===== src/rtl/baby_ram_pkg.sv =====
// Shared constants and state type for the Manchester Baby RAM responder.
package baby_ram_pkg;

  localparam int BABY_ADDR_W    = 5;
  localparam int BABY_WORD_W    = 32;
  localparam int BYTES_PER_WORD = BABY_WORD_W / 8;

  typedef enum logic [1:0] {
    RUN  = 2'd0,
    LOAD = 2'd1,
    DUMP = 2'd2
  } state_e;

endpackage


===== src/rtl/baby_ram_array.sv =====
// Word store with async clear, one write port and one combinational read port.
module baby_ram_array
  import baby_ram_pkg::*;
#(
  parameter int ADDR_W = BABY_ADDR_W,
  parameter int WORD_W = BABY_WORD_W
) (
  input  logic              clock,
  input  logic              reset_i,
  input  logic              we,
  input  logic [ADDR_W-1:0] waddr,
  input  logic [WORD_W-1:0] wdata,
  input  logic [ADDR_W-1:0] raddr,
  output logic [WORD_W-1:0] rdata
);

  localparam int DEPTH = 1 << ADDR_W;

  logic [WORD_W-1:0] mem [DEPTH];

  always_ff @(posedge clock or posedge reset_i) begin
    if (reset_i) begin
      for (int i = 0; i < DEPTH; i++) mem[i] <= '0;
    end else if (we) begin
      mem[waddr] <= wdata;
    end
  end

  assign rdata = mem[raddr];

endmodule


===== src/rtl/baby_ram_responder.sv =====
// Baby CPU RAM responder with a byte-wide host port for bulk load and dump.
//   state | meaning
//   RUN   | CPU owns memory; host load/dump requests sampled
//   LOAD  | host streams bytes into memory, CPU held off
//   DUMP  | memory streamed out byte by byte, CPU held off
module baby_ram_responder
  import baby_ram_pkg::*;
#(
  parameter int ADDR_W = BABY_ADDR_W,
  parameter int WORD_W = BABY_WORD_W
) (
  input  logic              clock,
  input  logic              reset_i,
  input  logic [ADDR_W-1:0] ram_addr_i,
  input  logic              ram_rw_en_i,
  input  logic [WORD_W-1:0] ram_data_i,
  output logic [WORD_W-1:0] ram_data_o,
  output logic              cpu_hold_o,
  input  logic              load_i,
  input  logic              dump_i,
  input  logic              host_valid_i,
  input  logic [7:0]        host_data_i,
  output logic              host_ready_o,
  output logic              dump_valid_o,
  output logic [7:0]        dump_data_o,
  input  logic              dump_ready_i,
  output logic              done_o
);

  localparam int BYTES = WORD_W / 8;
  localparam int BC_W  = (BYTES > 1) ? $clog2(BYTES) : 1;
  localparam logic [BC_W-1:0]   LAST_BYTE = BC_W'(BYTES - 1);
  localparam logic [ADDR_W-1:0] LAST_WORD = '1;

  state_e            state, state_nxt;
  logic [ADDR_W-1:0] word_cnt;
  logic [BC_W-1:0]   byte_cnt;
  logic [WORD_W-1:0] asm_q, load_word, rd_word, wdata;
  logic [ADDR_W-1:0] waddr, raddr;
  logic              we, done_q, advance, word_end, last_byte;

  baby_ram_array #(.ADDR_W(ADDR_W), .WORD_W(WORD_W)) u_array (
    .clock   (clock),
    .reset_i (reset_i),
    .we      (we),
    .waddr   (waddr),
    .wdata   (wdata),
    .raddr   (raddr),
    .rdata   (rd_word)
  );

  // Incoming host byte merged into its lane; written whole when the top lane arrives.
  always_comb begin
    load_word = asm_q;
    load_word[8*byte_cnt +: 8] = host_data_i;
  end

  assign word_end  = (byte_cnt == LAST_BYTE);
  assign last_byte = word_end && (word_cnt == LAST_WORD);
  assign advance   = ((state == LOAD) && host_valid_i) || ((state == DUMP) && dump_ready_i);
  assign done_o    = done_q;

  always_ff @(posedge clock or posedge reset_i) begin
    if (reset_i) state <= RUN;
    else         state <= state_nxt;
  end

  always_comb begin
    state_nxt    = state;
    cpu_hold_o   = 1'b0;
    host_ready_o = 1'b0;
    dump_valid_o = 1'b0;
    dump_data_o  = '0;
    ram_data_o   = '0;
    we           = 1'b0;
    waddr        = ram_addr_i;
    wdata        = ram_data_i;
    raddr        = ram_addr_i;
    case (state)
      RUN: begin
        ram_data_o = rd_word;
        we         = ram_rw_en_i;
        if (load_i)      state_nxt = LOAD;
        else if (dump_i) state_nxt = DUMP;
      end
      LOAD: begin
        cpu_hold_o   = 1'b1;
        host_ready_o = 1'b1;
        waddr        = word_cnt;
        wdata        = load_word;
        we           = host_valid_i && word_end;
        if (host_valid_i && last_byte) state_nxt = RUN;
      end
      DUMP: begin
        cpu_hold_o   = 1'b1;
        dump_valid_o = 1'b1;
        raddr        = word_cnt;
        dump_data_o  = rd_word[8*byte_cnt +: 8];
        if (dump_ready_i && last_byte) state_nxt = RUN;
      end
      default: state_nxt = RUN;
    endcase
  end

  // Counters sit at zero throughout RUN, so either transfer starts from byte 0.
  always_ff @(posedge clock or posedge reset_i) begin
    if (reset_i) begin
      word_cnt <= '0;
      byte_cnt <= '0;
      asm_q    <= '0;
      done_q   <= 1'b0;
    end else begin
      done_q <= advance && last_byte;
      if (state == RUN) begin
        word_cnt <= '0;
        byte_cnt <= '0;
      end else if (advance) begin
        if (word_end) begin
          byte_cnt <= '0;
          word_cnt <= word_cnt + 1'b1;
        end else begin
          byte_cnt <= byte_cnt + 1'b1;
        end
      end
      if ((state == LOAD) && host_valid_i) asm_q <= word_end ? '0 : load_word;
    end
  end

endmodule


===== config.mk =====
export PLATFORM = sky130hd
export DESIGN_NAME = baby_ram_responder
export DESIGN_NICKNAME = d
export VERILOG_FILES = /design/src/rtl/baby_ram_pkg.sv /design/src/rtl/baby_ram_array.sv /design/src/rtl/baby_ram_responder.sv
export SDC_FILE = /design/constraint.sdc
export NUM_CORES = 2
export LEC_CHECK = 0
export ABC_AREA = 1
export BUFFER_PORTS_ARGS = -buffer_cell sky130_fd_sc_hd__clkbuf_2
export CORE_ASPECT_RATIO = 1.5
export CORE_MARGIN = 2
export CORE_UTILIZATION = 51
export DETAILED_ROUTE_END_ITERATION = 16
export GPL_ROUTABILITY_DRIVEN = 0
export HOLD_SLACK_MARGIN = 0.1
export PLACE_DENSITY_LB_ADDON = 0.12
export RECOVER_POWER = 50
export SYNTH_ARGS = -nofsm -noshare
export SYNTH_HDL_FRONTEND = slang
export SYNTH_HIERARCHICAL = 1
export SYNTH_SLANG_ARGS = --single-unit

===== constraint.sdc =====
create_clock -name clock -period 35.6 [get_ports clock]
set_input_delay 0 -clock clock [delete_from_list [all_inputs] [get_ports clock]]
set_output_delay 0 -clock clock [all_outputs]
set_load 0.02 [all_outputs]

After elaboration in Yosys (flattened, before gate mapping)
Index checks and enable logic that the tools add are counted.
W data, S select, Z words.

storage, ports and cells
  word-level logic and storage cells = 98
  register bits after elaboration = 1066

operators by class
  muxes and demuxes = 28
  equal/unequal tests = 7
  bitwise gates (word level) = 2
  add/subtract/negate cells = 3
  reductions and logical operators = 15
  shift operators = 3
  order comparisons = 3

operator list
  kind                       number
  $bwmux W1024               1
  $mux W32                   6
  $bmux W32 S5               1
  $demux W32 S5              1
  $neg A5 Y34                1
  $shift A8 B34 Y32 const A  1
  $shiftx A8 B34 Y32         1
  $bwmux W32                 1
  $shiftx A32 B6 Y8          1
  $mux W5                    5
  $mux W2                    7
  $ge A6 B6 Y1 const B       2
  $not A5 Y6                 2
  $logic_and A1 B1 Y1        8
  $mux W8                    1
  $lt A6 B1 Y1 const B       1
  $pmux W2 S3                1
  $add A5 B1 Y5 const B      1
  $eq A5 B5 Y1 const B       1
  $eq A2 B2 Y1 const B       2
  $ne A2 B1 Y1 const B       2
  $reduce_bool A2 Y1         2
  $mux W1                    3
  $ne A3 B3 Y1 const B       1
  other kinds (8)            8

Logic depth before layout (Yosys ltp)
  word-level depth = 8
  gate-level depth with buffers = 21

Cells and area by module
Netlist, hierarchy kept.

modules (own cells, without submodules)
  module              instances  sequential area each (µm²)  area an instance (µm²)  cells an instance
  baby_ram_array      1          25624.6                     46400.8                 5879
  baby_ram_responder  1          1051.0                      3495.9                  600

Worst setup path after synthesis
OpenSTA, ideal clock, no wires.

  kind = register to output
  start = register state[0]
  end = output dump_data_o[5]
  cell stages (with the launch flop) = 21
  slack = 32.721 ns
  arrival time = 2.879 ns
  cell sequence = dfrtp_1 -> inv_1 -> ha_1 -> clkbuf_1 -> o21ai_0 -> buf_2 -> inv_2 -> buf_2 -> buf_1 -> nand2_1 -> nand3_1 -> nand3_1 -> nand2_1 -> nand2_1 -> nand2_1 -> nand2_1 -> nand2_1 -> nor2_1 -> nor2_1 -> o21ai_1 -> a21oi_1

on the way
  word-level cells in the longest chain between the ends = 8

RTL lines
  item                                         RTL line                  RTL
  from (decl)                                  baby_ram_responder.sv:35  state_e state, state_nxt;
  from (signal assigned)                       baby_ram_responder.sv:65  else state <= state_nxt;
  $eq A2 B2 Y1                                 baby_ram_responder.sv:79  case (state)
  $mux W5                                      baby_ram_responder.sv:79
  via raddr[0]                                 baby_ram_responder.sv:39  logic [ADDR_W-1:0] waddr, raddr;
  $not A5 Y6 (implied by the code)             baby_ram_array.sv:29      assign rdata = mem[raddr];
  $bmux W32 S5                                 baby_ram_array.sv:29
  $mux W32 (implied by the code) (2 in a row)  baby_ram_array.sv:29
  via rd_word[5]                               baby_ram_responder.sv:38  logic [WORD_W-1:0] asm_q, load_word, rd_word, wdata;
  $shiftx A32 B6 Y8                            baby_ram_responder.sv:98  dump_data_o = rd_word[8*byte_cnt +: 8];
  $mux W8                                      baby_ram_responder.sv:79
  to (decl)                                    baby_ram_responder.sv:25  output logic [7:0] dump_data_o,

The timed path passes the listed nets, and every way through them passes these cells. The select of a mux whose other input is x is not followed.

==> results.toml <==
[grt]
grt_pass1_wl_um = 251000
grt_max_degree = 204
global_route.overflow_total = 0
antenna_found_initial = 3
groute.usage.overall_pct = 32.5
grt_pass1_vias = 42108

[finish]
fillers = 9294
drive_above_1_share_pct = 6.14
area_delta_synth_final_pct = 8.54
multiInputGateArea_um2 = 20600
instances_no_fill = 7613
layout_common_cells = "nand2_1, dfrtp_1, o21ai_0"
seq_area_um2 = 26700
layout.nets = 6307
layout_commonest_cell = "nand2_1"

[yosys]
yosysWarnings = 6
syn-cell-area_um2 = 49900
syn_inst = 6479
yosysTopAreaCellShare_pct = 53.5
yosys.area.top_type = "dfrtp_1"
synth_fp_nets = 6541
yosysSeqAreaShare_pct = 53.5
synth.avg_cell_area_um2 = 7.70
synth_cell_type_count = 30
synth_area_leaders = "dfrtp_1, nand2_1, o21ai_0"
synth_seq_cells = 1066

[worst_hold_path]
hp-class = "input pin to flip-flop"

[pwr]
peakVddDrop_mv = 0.109
comb_power_share_pct = 34.8
static-leakage-power_nw = 26.1
cellInternalPower_mw = 2.78
pwr-share-clk_pct = 24.9
p_seq_share_pct = 40.3
power.net_switching_mw = 1.85
powerDensity_nw_per_um2 = 85.4
sw_frac_of_total_pct = 40.0

[clocking]
post_cts_buffers = 0
cts_buffers = 106
clk_latency_ns = 0.71
postCtsResizedCells = 0
root_buffer = "clkbuf_16"
clk_pin_slew_ns = 0.06
htree_levels = 3
clockBufferDepth = 3
cts.sinks = 1066
cts_tree = "yes"

[sta]
setup-violations-final = 0
fmax_mhz = 63.0
final.setup.tns_ns = 0
hold_viol = 0
rsz0062_at_grt = "false"
slew_violations = 1479
worstMarginPinSlew_ns = 9.10
fin_crit_ns = 15.88
relSlewSlack_pct = -507
fin_worst_skew_ns = 0.0158
fin_crit_sh_pct = 44.6

[placed_design]
hpwl_um = 87300
dpl.cell_count = 7386
numPortBuffers = 95

[outcome]
violations = "max-capacitance violations, max-slew violations"
status = "complete, but fails checks"

[floorplan]
core_area_um2 = 97000
dieArea_um2 = 100000
die_y_um = 387
rows = 140
initial_core_util_pct = 51.4
ios = 96
die_w_um = 259

[flow_run]
drv_cap = 20

[drt]
firstDrtPassIters = 6
vias_per_cell = 5.70
routedWlPerCell_um = 21.2
route.detailed.drc = 0
drt_iter0_drc = 4340
routed_wl_um = 162000
ant_nets = 0
vias = 43404

[setup_path]
cp-start-kind = "input pin"
crit_type = "input pin to asynchronous set/reset pin"
cp.arrival_ns = 14.40
required_ns = 34.12
end_kind = "asynchronous set/reset pin"
cp_max_fo = 168
## stage by stage
step | utilization [%] | power (mW) | cell area, µm² | hold slack, ns | worst slack, ns
after floorplan | - | 2.99 | 49900 | 0.152 | 6.78
after global placement | 52.0 | 3.44 | 50500 | 0.276 | 28.99
after detailed placement | 52.0 | 3.47 | 50500 | 0.287 | 28.90
after CTS | 56.0 | 4.64 | 54400 | 0.114 | 28.14
after global routing | 55.8 | 4.95 | 54200 | 0.196 | 16.90
final | 55.8 | 4.63 | 54200 | 0.144 | 19.72
## synth_stat cells, drive strengths merged
| master | n |
|---|---|
| nor3b | 1 |
| nand3 | 792 |
| clkbuf | 405 |
| ha | 10 |
| dfrtp | 1066 |
| nand3b | 1 |
| buf | 127 |
| nor3 | 12 |
| inv | 125 |
| nand2 | 2649 |
| clkinv | 1 |
| and3 | 1 |
| nand4 | 12 |
| o21ai | 903 |
| nor2 | 206 |
| a21oi | 168 |
## critical path, stage by stage
cell and delay (ns):
dlygate4sd3_1 0.53, dlygate4sd3_1 0.54, clkbuf_1 0.12, dlygate4sd3_1 0.58, clkinvlp_2 3.02, clkbuf_1 2.87, clkbuf_1 6.58
## registers in the layout (all words and copies together) (netlist names)
name,cells
byte_cnt,2
done_o,1
asm_q,32
word_cnt,5
state,2
u_array/mem,1024
## timing repair
item,in CTS,in global routing
endpoints found under the hold margin,227,0
setup endpoints to repair,0,0
hold buffers,29,0
## area by class of cell
cell class	instances	share of cell area, %
Sequential cell	1066	49.3
Multi-Input combinational cell	4755	38.0
Clock buffer	156	5.90
Tap cell	1278	2.95
Timing Repair Buffer	190	2.28
Inverter	126	0.938
Clock inverter	41	0.719
Antenna cell	1	0.00462
## power by group through the flow
stage | sequential, mW | clock (mW) | combinational [mW]
detailed placement | 1.88 | 0 | 1.60
global placement | 1.87 | 0 | 1.57
finish | 1.86 | 1.15 | 1.61
global route | 1.91 | 1.22 | 1.82
floorplan | 1.83 | 0 | 1.16
CTS | 1.86 | 1.17 | 1.61
## path summary, 6_finish.rpt
kind,startpoint,end,slack (ns),depth (start not counted)
worst max-delay path,reset_i,u_array/mem[908],19.72,7
min in group asynchronous,reset_i,byte_cnt[0],0.93,4
max in group clock,state[0],dump_data_o[3],28.05,20
worst min register to register,asm_q[28],asm_q[28],0.47,2
worst min-delay path,ram_data_i[2],u_array/mem[290],0.14,5
worst max register to register,state[1],u_array/mem[827],28.76,8
## cell families after synthesis
kind of cell	share of synthesized area, %
AND/OR/NAND/NOR	30.2
buffers and inverters	5.33
AO/OA/AOI/OAI	10.7
flip-flops	53.5
adder cells (fa/ha/maj)	0.251
## metal layers
| metal | vias to the layer above | track usage (%) | wire, µm |
|---|---|---|---|
| li1 | 20424 | - | - |
| met4 | 4 | 13.0 | 6530 |
| met1 | 21039 | 43.3 | 65800 |
| met5 | - | 0 | 117 |
| met2 | 1601 | 53.1 | 76900 |
| met3 | 336 | 5.13 | 12300 |
Power figures use the tool's default switching activity.
